## config.mk

```make
export PLATFORM = sky130hd
export DESIGN_NAME = sram_rd_align
export DESIGN_NICKNAME = d
export VERILOG_FILES = /design/src/rtl/sram_rd_align.sv
export SDC_FILE = /design/constraint.sdc
export NUM_CORES = 1
export LEC_CHECK = 0
export CORE_UTILIZATION = 54
export CTS_CLUSTER_SIZE = 30
export DETAILED_ROUTE_END_ITERATION = 12
export PLACE_DENSITY = 0.84
export SLEW_MARGIN = 10
export SYNTH_ARGS = -nofsm -noshare
export SYNTH_HDL_FRONTEND = slang
export SYNTH_SLANG_ARGS = --single-unit
```

## constraint.sdc

```tcl
create_clock -name clk -period 8.8 [get_ports clk]
set_clock_uncertainty 0.15 [all_clocks]
set_input_delay 2.64 -clock clk [delete_from_list [all_inputs] [get_ports clk]]
set_output_delay 2.64 -clock clk [all_outputs]
set_load 0.01 [all_outputs]
```

## src/rtl/sram_rd_align.sv

```systemverilog
// Read-side alignment stage: credit-gated issue into a fixed-latency SRAM,
// return capture into a small FIFO, and in-order delivery over valid/ready.
module sram_rd_align #(
  parameter int DATA_WIDTH = 8,
  parameter int ADDR_WIDTH = 10,
  parameter int FIFO_DEPTH = 4
) (
  input  logic                  clk,
  input  logic                  reset,
  input  logic [1:0]            rd_latency,
  input  logic                  req_valid,
  output logic                  req_ready,
  input  logic [ADDR_WIDTH-1:0] req_addr,
  output logic                  sram_rd_en,
  output logic [ADDR_WIDTH-1:0] sram_addr,
  input  logic [DATA_WIDTH-1:0] sram_rdata,
  output logic                  out_valid,
  input  logic                  out_ready,
  output logic [DATA_WIDTH-1:0] out_data,
  output logic                  busy
);

  localparam int PW = $clog2(FIFO_DEPTH);
  localparam int CW = PW + 1;
  localparam logic [CW:0]   DEPTH_W = (CW + 1)'(FIFO_DEPTH);
  localparam logic [PW:0]   PTR_ONE = (PW + 1)'(1);
  localparam logic [CW-1:0] CNT_ONE = CW'(1);

  logic                  lat2_q;      // effective latency: 0 -> 1 cycle, 1 -> 2 cycles
  logic [1:0]            ret_v;
  logic [CW-1:0]         inflight;
  logic [CW-1:0]         inflight_d;
  logic [PW:0]           wr_ptr;
  logic [PW:0]           rd_ptr;
  logic [CW-1:0]         fifo_count;
  logic [CW:0]           used;
  logic [DATA_WIDTH-1:0] mem [FIFO_DEPTH];
  logic                  issue;
  logic                  ret;
  logic                  push;
  logic                  pop;

  // Credits come from registered state only, so a pop frees a slot next cycle.
  assign fifo_count = wr_ptr - rd_ptr;
  assign used       = {1'b0, fifo_count} + {1'b0, inflight};
  assign req_ready  = (used < DEPTH_W) & ~reset;

  assign issue      = req_valid & req_ready;
  assign sram_rd_en = issue;
  assign sram_addr  = issue ? req_addr : '0;

  assign ret        = lat2_q ? ret_v[1] : ret_v[0];
  assign push       = ret;
  assign out_valid  = (fifo_count != '0);
  assign pop        = out_ready & out_valid;
  assign out_data   = mem[rd_ptr[PW-1:0]];
  assign busy       = (inflight != '0) | (fifo_count != '0);

  always_comb begin
    // NOTE: default first so every path assigns inflight_d and no latch is inferred.
    inflight_d = inflight;
    case ({issue, ret})
      2'b10:   inflight_d = inflight + CNT_ONE;
      2'b01:   inflight_d = inflight - CNT_ONE;
      default: inflight_d = inflight;
    endcase
  end

  // NOTE: sequential state uses non-blocking assignments so all registers
  // sample pre-edge values regardless of statement order.
  always_ff @(posedge clk or posedge reset) begin
    if (reset) begin
      lat2_q   <= 1'b0;
      ret_v    <= '0;
      inflight <= '0;
    end else begin
      ret_v    <= {ret_v[0], issue};
      inflight <= inflight_d;
      // Latency may only change while nothing is outstanding.
      if (!busy && !issue) lat2_q <= (rd_latency >= 2'd2);
    end
  end

  always_ff @(posedge clk or posedge reset) begin
    if (reset) begin
      wr_ptr <= '0;
      rd_ptr <= '0;
      // NOTE: storage is reset on purpose so out_data reads 0 before any write.
      for (int i = 0; i < FIFO_DEPTH; i++) mem[i] <= '0;
    end else begin
      if (push) begin
        mem[wr_ptr[PW-1:0]] <= sram_rdata;
        wr_ptr              <= wr_ptr + PTR_ONE;
      end
      if (pop) rd_ptr <= rd_ptr + PTR_ONE;
    end
  end

endmodule

```

==> results of run 1 <==
[routing by layer]
| metal | global-route usage (%) | vias up | part of all wire (%) |
|---|---|---|---|
| met3 | 5.106 | 12 | 4.8 |
| li1 | - | 612 | - |
| met4 | 10.83 | 0 | 2.5 |
| met5 | 0 | - | 0 |
| met1 | 24.32 | 670 | 41 |
| met2 | 40.89 | 49 | 51 |
[registers in the layout, summed over array words and instances (netlist names)]
register / count
mem: 32
rd_ptr: 3
inflight: 3
lat2_q: 1
wr_ptr: 3
ret_v: 2
[synthesized netlist by cell type, drive strengths merged (2+ instances only)]
library cell / instances / share of area (%)
mux4: 8 / 8.4
and2: 10 / 2.9
buf: 4 / 0.93
or3: 2 / 0.58
fa: 2 / 1.9
o21ai: 2 / 0.47
xor2: 2 / 0.82
mux2: 35 / 18
ha: 9 / 5.3
inv: 10 / 1.8
dfrtp: 44 / 51
nand2: 7 / 1.2
xnor2: 5 / 2.0
[power by group through the flow]
stage / logic (mW) / registers (mW) / clock network (mW)
after floorplan: 0.332 / 0.346 / 0
after global placement: 0.466 / 0.377 / 0
after detailed placement: 0.492 / 0.390 / 0
after CTS: 0.495 / 0.385 / 0.153
after global routing: 0.534 / 0.399 / 0.163
final: 0.488 / 0.383 / 0.151
[per-stage QoR]
step           instances  hold WS (ns)  setup slack (ns)
3_5_place_dp         238        0.2201            0.9830
4_1_cts              246        0.2392            0.9739
5_1_grt              246        0.2486            0.8068
2_1_floorplan        150        0.2001             2.172
6_report             246        0.2357            0.9831
3_3_place_gp         238        0.2067             1.068
[layout by cell type, fill, tap and decap left out, types with 2 or more instances in the layout]
| cell | Yosys | routed |
|---|---|---|
| sky130_fd_sc_hd__dfrtp_1 | 44 | 44 |
| sky130_fd_sc_hd__clkdlybuf4s50_1 | 0 | 44 |
| sky130_fd_sc_hd__mux2_1 | 34 | 34 |
| sky130_fd_sc_hd__and2_1 | 10 | 10 |
| sky130_fd_sc_hd__inv_1 | 9 | 9 |
| sky130_fd_sc_hd__ha_1 | 9 | 9 |
| sky130_fd_sc_hd__mux4_2 | 8 | 8 |
| sky130_fd_sc_hd__nand2_1 | 7 | 7 |
| sky130_fd_sc_hd__xnor2_1 | 5 | 5 |
| sky130_fd_sc_hd__clkbuf_8 | 0 | 5 |
| sky130_fd_sc_hd__or3_1 | 2 | 2 |
| sky130_fd_sc_hd__xor2_1 | 2 | 2 |
| sky130_fd_sc_hd__fa_1 | 2 | 2 |
[cell type report]
type,count,area share [%]
inverter,11,1.510
sequential,44,40.27
multi-input combinational,90,35.70
timing repair buffer,45,16.38
tap,48,2.197
clock buffer,6,2.654
clock inverter,2,1.281
[worst max-delay path by stage]
stage / end / slack, ns / depth (start not counted)
after floorplan: sram_addr[1] / 2.17 / 4
after global routing: sram_addr[1] / 0.81 / 5
after global placement: sram_addr[1] / 1.07 / 5
final: sram_addr[9] / 0.98 / 5
after detailed placement: sram_addr[9] / 0.98 / 5
after CTS: sram_addr[9] / 0.97 / 5
[logic make-up (layout without fill, tap and decap cells)]
kind of cell | Yosys count | count (layout) | synth area share [%]
AOI/OAI and AO/OA | 4 | 4 | 1.460
xor gates and xnor gates | 8 | 8 | 3.914
adders and majority gates | 11 | 11 | 7.126
buffers and inverters | 16 | 64 | 3.037
DFF | 44 | 44 | 51.40
muxes | 43 | 43 | 26.81
and+or+nand+nor | 24 | 24 | 6.250
==> Implementation_results.wiki, run 1 <==
{| class="wikitable"
! Metric !! Value
|-
| Result of the run || finished clean
|-
| Core Util, Final || 73.03%
|-
| Clock tree sinks || 44
|-
| Class of the tightest hold or removal check || reg2reg
|-
| Number of instances in the synthesized netlist || 150
|-
| Area taken by flip-flops and latches || 0.001101 sq mm
|-
| Post-cts repair resize count || 0
|-
| Drt first-iter violations || 70
|-
| Average size of a mapped cell || 14.28 sq um
|-
| Hold path startpoint || ret_v[0]
|-
| Buf/Inv on CP || 2
|-
| Maximum fanout along the worst path || 14
|-
| Synthesized netlist net count || 185
|-
| Post-CTS clock slew at the launch and capture registers of the worst setup and hold paths || 0.08 ns
|-
| Count of buffers from port buffering || 44
|-
| Number of storage elements in the synthesis netlist || between 40 and 50
|-
| Crit-path leading delay family || buffers and inverters
|-
| Overall die area || 0.004222 sq mm
|-
| Cell-by-cell listing of the critical path || clkdlybuf4s50_1, or4_1, a311oi_2, and2_1, clkdlybuf4s50_1
|-
| Clock latency on the worst-skew pair || slightly below 0.3 ns
|-
| Global-route wire length before repair || 6817 microns
|-
| Setup TNS || 0 ns
|-
| Antenna diodes || 0
|-
| Total of endpoints with negative setup slack in the final report || 0
|-
| Final period utilization || 88.83%
|-
| Standard-cell row count || 22
|-
| Post-route antenna net violation count || 0
|-
| Hold EP || ret_v[1]
|-
| Slowest cell on the critical path || sky130_fd_sc_hd__a311oi_2
|-
| Number of filler instances in the final layout || 261
|-
| Net switching fraction of the power || 33.16%
|-
| Most prevalent standard cell on the critical path || sky130_fd_sc_hd__clkdlybuf4s50_1
|-
| Maximum single-stage delay on the critical path || 0.72 ns
|-
| TritonCTS clock tree || done
|-
| Area of the mapped netlist || 0.002142 sq mm
|-
| Post-CTS Setup Inserts || 0
|-
| Post-synth ARST share || 100.0%
|-
| Worst slew margin relative to its limit || between 40% and 50%
|-
| Leakage power of the design || 1.158 nW
|-
| CTS Hold Buffers Added || 0
|-
| TritonCTS buffer count || 5
|-
| Final number of hold-violating endpoints || 0
|-
| Sequential group share of total power || 37.5%
|-
| Post-detailed-routing wire length || 4043 microns
|-
| Area post-placement || 0.002626 sq mm
|-
| H-tree Lvls || 2
|-
| Post-DR vias/cell || 5.459
|-
| Tightest Pin Transition || 0.7925 ns
|-
| Starting utilization of the core area || 57.22%
|-
| Maximum count of clock buffers along a single path || 2
|-
| Synth-to-Final Area Change || 27.63%
|-
| Core footprint || 0.003744 sq mm
|-
| Overall Power || 1.022 mW
|-
| Clock power share || 14.8%
|-
| Yosys Warn Count || 0
|-
| Area used by multi-input combinational logic || 975.9 sq um
|-
| CP Launch Point || reset
|-
| Start of the worst register-to-register path || rd_ptr[0]
|-
| Worst hold path depth || 0
|-
| Width of the chip || 64.98 microns
|-
| Sum of net half-perimeters after detailed placement || between 2000 and 3000 microns
|-
| Number of unique standard cell types used by synthesis || 26
|-
| Count of maximum capacitance violations || 0
|-
| Via count || approximately 1300
|-
| Unrepaired setup endpoints after global routing || no
|-
| First-pass iteration count of the detailed router || 4
|-
| Min Tclk post-route || 7.817 ns
|-
| I/O pin count || 46
|-
| Critical path type || in2out
|-
| CP required || about 6 ns
|-
| Clock tree root buffer cell || sky130_fd_sc_hd__clkbuf_8
|-
| Dominant register cell in the synthesized netlist || sky130_fd_sc_hd__dfrtp_1
|-
| Capture point of the worst reg-to-reg path || inflight[1]
|-
| Critical path startpoint category || input port
|-
| Remaining DRCs || 0
|-
| Final net count || 232
|-
| Slack of the worst reg-to-reg path || 4.35 ns
|-
| Crit end category || primary output
|-
| Slew Limit Fails || 0
|-
| Net switching power || 338.8 uW
|-
| Number of synthesized flops with an enable pin || 0
|-
| FF-to-FF path depth || 12
|-
| Power Internal || 682.9 uW
|-
| All-Layer GR Usage || approximately 22%
|-
| Cell area after layout || between 0.002 and 0.003 sq mm
|-
| Sum of overflow across all layers after global routing || 0
|-
| Power per cell area || about 370 mW/mm^2
|-
| Share of synthesized area occupied by flip-flops and latches || 51.40%
|-
| Proportion of power drawn by combinational gates || 47.8%
|-
| Data arrival time at the worst-slack endpoint || 5.03 ns
|-
| Largest net degree at the start of global routing || 45
|-
| Maximum vdd ir drop || about 0.21 mV
|-
| Initial antenna violation count || 0
|-
| Fraction of final layout cells with drive strength greater than 1 || 10.10%
|-
| Maximum clock rate || 0.1279 GHz
|-
| Vias in the first global route || 1522
|-
| Routability congestion estimate || 0.7583
|-
| Die height || ~65 microns
|-
| Post-detailed-route wirelength per cell || 16.43 microns
|}
(Power assumes the default switching activity.)
==> run 2, diff against run 1 <==
Settings changed: SKIP_LAST_GASP from default to 1.
==> results of run 2 <==
No change in the layout: final DEF, timing and power equal those of run 1.
==> run 3, diff against run 2 <==
Settings changed: CORE_MARGIN from default to 10.
==> run 3 against run 2 <==
  * Global-route usage fell by 8.8 points
  * Count of clock-buffer cells in the layout is 1 higher
  * Combinational power grew 2%
  * Utilization down 0.30 points
  * Hold slack better by 0.0084 ns
  * Maximum frequency is 0.87% higher
  * Non-clock buffer count is the same
  * Register-to-register slack improved by 0.11 ns
  * Final cell count down 0.41%
  * Worst setup slack better by 0.067 ns
  * Sequential power hardly changed
  * Flip-flop and latch count stayed put
  * Critical path type unchanged
  * Critical endpoint is now sram_addr[2]
  * Largest power group unchanged
==> Implementation_results.wiki, run 3 (same netlist as run 1, synthesis figures left out) <==
{| class="wikitable"
! Metric !! Value
|-
| Post-CTS Setup Inserts || 0
|-
| Maximum vdd ir drop || 0.2155 mV
|-
| Initial antenna violation count || 0
|-
| Capture point of the worst reg-to-reg path || inflight[1]
|-
| Clock tree sinks || 44
|-
| Net switching power || roughly 340 uW
|-
| Post-detailed-routing wire length || between 4000 and 5000 microns
|-
| Proportion of power drawn by combinational gates || 48.9%
|-
| Destination of the critical timing path || sram_addr[2]
|-
| Via count || 1344
|-
| Count of buffers from port buffering || 44
|-
| Power Internal || between 600 and 700 uW
|-
| Starting utilization of the core area || a little under three fifths
|-
| Final number of hold-violating endpoints || 0
|-
| Worst slew margin relative to its limit || 50.32%
|-
| Vias in the first global route || 1558
|-
| Register with the most flip-flops || mem
|-
| Tightest Pin Transition || about 0.75 ns
|-
| Clock tree root buffer cell || sky130_fd_sc_hd__clkbuf_8
|-
| Maximum count of clock buffers along a single path || 2
|-
| Area used by multi-input combinational logic || slightly below 0.001 sq mm
|-
| Post-DR vias/cell || 5.486
|-
| Unrepaired setup endpoints after global routing || no
|-
| Critical path type || in2out
|-
| CP Launch Point || reset
|-
| CTS Hold Buffers Added || 0
|-
| Critical path startpoint category || input port
|-
| Count of maximum capacitance violations || 0
|-
| Min Tclk post-route || 7.749 ns
|-
| H-tree Lvls || 2
|-
| Standard-cell row count || 22
|-
| Largest net degree at the start of global routing || 45
|-
| Most prevalent standard cell on the critical path || sky130_fd_sc_hd__clkdlybuf4s50_1
|-
| Start of the worst register-to-register path || rd_ptr[0]
|-
| Crit end category || primary output
|-
| Area taken by flip-flops and latches || 0.001101 sq mm
|-
| Die height || between 80 and 90 microns
|-
| Routability congestion estimate || 0.8399
|-
| Number of filler instances in the final layout || 262
|-
| Maximum single-stage delay on the critical path || roughly 0.69 ns
|-
| CP required || 6.01 ns
|-
| Setup TNS || 0 ns
|-
| Slew Limit Fails || 0
|-
| FF-to-FF path depth || 12
|-
| Final net count || 232
|-
| Maximum fanout along the worst path || 14
|-
| Antenna diodes || 0
|-
| Clock latency on the worst-skew pair || ~0.30 ns
|-
| Final period utilization || 88.06%
|-
| Most frequent cells in the layout || sky130_fd_sc_hd__dfrtp_1 (44), sky130_fd_sc_hd__clkdlybuf4s50_1 (44), sky130_fd_sc_hd__mux2_1 (34)
|-
| Slack of the worst reg-to-reg path || 4.46 ns
|-
| Sum of overflow across all layers after global routing || 0
|-
| Slowest cell on the critical path || sky130_fd_sc_hd__a311oi_2
|-
| Crit-path leading delay family || buffers and inverters
|-
| Leakage power of the design || 1.153 nW
|-
| Sequential group share of total power || 37.9%
|-
| Total of endpoints with negative setup slack in the final report || 0
|-
| TritonCTS buffer count || 5
|-
| Result of the run || finished clean
|-
| Clock power share || 13.2%
|-
| Post-CTS clock slew at the launch and capture registers of the worst setup and hold paths || roughly 0.08 ns
|-
| All-Layer GR Usage || 13.66%
|-
| First-pass iteration count of the detailed router || 4
|-
| Overall die area || 0.006886 sq mm
|-
| Maximum clock rate || 0.1290 GHz
|-
| Core footprint || around 0.0037 sq mm
|-
| Post-cts repair resize count || 0
|-
| Net switching fraction of the power || 33.91%
|-
| Global-route wire length before repair || 7721 microns
|-
| Width of the chip || 82.98 microns
|-
| Drt first-iter violations || 24
|-
| Fraction of final layout cells with drive strength greater than 1 || 10.15%
|-
| Post-detailed-route wirelength per cell || 18.20 microns
|-
| Cell-by-cell listing of the critical path || clkdlybuf4s50_1, or4_1, a311oi_2, and2_1, clkdlybuf4s50_1
|-
| I/O pin count || 46
|-
| Number of flip-flops in the largest register || 32
|-
| Cells after DPL || approximately 240
|-
| Power per cell area || 372.7 mW/mm^2
|-
| WP depth || 5
|-
| Sum of net half-perimeters after detailed placement || 3374 microns
|-
| Buf/Inv on CP || 2
|-
| Remaining DRCs || 0
|-
| Synth-to-Final Area Change || 27.10%
|-
| Post-route antenna net violation count || 0
|-
| TritonCTS clock tree || done
|-
| Data arrival time at the worst-slack endpoint || 4.96 ns
|-
| Class of the tightest hold or removal check || reg2reg
|-
| Post-route non-filler standard cell count || 245
|}
[run 3: cell count changes in the layout (fill, tap and decap cells not counted)]
| cell | before | now |
|---|---|---|
| sky130_fd_sc_hd__clkbuf_1 | 1 | 0 |
| sky130_fd_sc_hd__clkbuf_8 | 5 | 7 |
| sky130_fd_sc_hd__bufinv_16 | 1 | 0 |
| sky130_fd_sc_hd__clkinv_2 | 1 | 0 |
[run 3: worst register-to-register path, cell delays in order (launching register included)]
cell	delay, ns
sky130_fd_sc_hd__dfrtp_1	0.76
sky130_fd_sc_hd__ha_1	0.27
sky130_fd_sc_hd__inv_1	0.05
sky130_fd_sc_hd__fa_1	0.38
sky130_fd_sc_hd__xnor3_1	0.21
sky130_fd_sc_hd__ha_1	0.28
sky130_fd_sc_hd__or4_1	0.56
sky130_fd_sc_hd__a311oi_2	0.69
sky130_fd_sc_hd__inv_2	0.05
sky130_fd_sc_hd__ha_1	0.22
sky130_fd_sc_hd__inv_1	0.08
sky130_fd_sc_hd__fa_1	0.42
sky130_fd_sc_hd__o21ai_0	0.16
[run 3: final cells by class]
cell class	count	area share (%)
multi-input cells	90	35.85
repair buffers	45	16.45
flip-flops and latches	44	40.44
inverters	11	1.517
well taps	48	2.206
clock buffers	7	3.539
[run 3: power by group through the flow]
stage	Combinational [mW]	Clock, mW	Sequential (mW)
6_report	0.496	0.134	0.385
5_1_grt	0.550	0.148	0.398
4_1_cts	0.505	0.137	0.386
3_5_place_dp	0.502	0	0.390
3_3_place_gp	0.475	0	0.377
2_1_floorplan	0.332	0	0.346
[run 3: through the flow]
| step | instance area [sq um] | util (%) | hold WS [ns] | power, mW | setup WS (ns) |
|---|---|---|---|---|---|
| floorplan | 2142 | - | 0.2001 | 0.6777 | 2.172 |
| global placement | 2626 | 70.15 | 0.2060 | 0.8522 | 1.079 |
| detailed placement | 2626 | 70.15 | 0.2241 | 0.8926 | 1.029 |
| CTS | 2723 | 72.73 | 0.2422 | 1.029 | 1.018 |
| global route | 2723 | 72.73 | 0.2377 | 1.096 | 0.8517 |
| finish | 2723 | 72.73 | 0.2441 | 1.015 | 1.051 |
[run 3: layer usage]
metal,track usage (%),vias up,routed length (microns)
li1,-,612,-
met1,15.58,673,1856
met2,22.63,53,2204
met3,6.055,6,341
met4,3.692,0,57
met5,0,-,0
[run 3: worst min-delay path by stage]
stage | start | to | cells past startpoint
global placement | ret_v[0] | ret_v[1] | 0
floorplan | ret_v[0] | ret_v[1] | 0
CTS | ret_v[0] | ret_v[1] | 0
detailed placement | ret_v[0] | ret_v[1] | 0
global route | ret_v[0] | ret_v[1] | 0
finish | ret_v[0] | ret_v[1] | 0
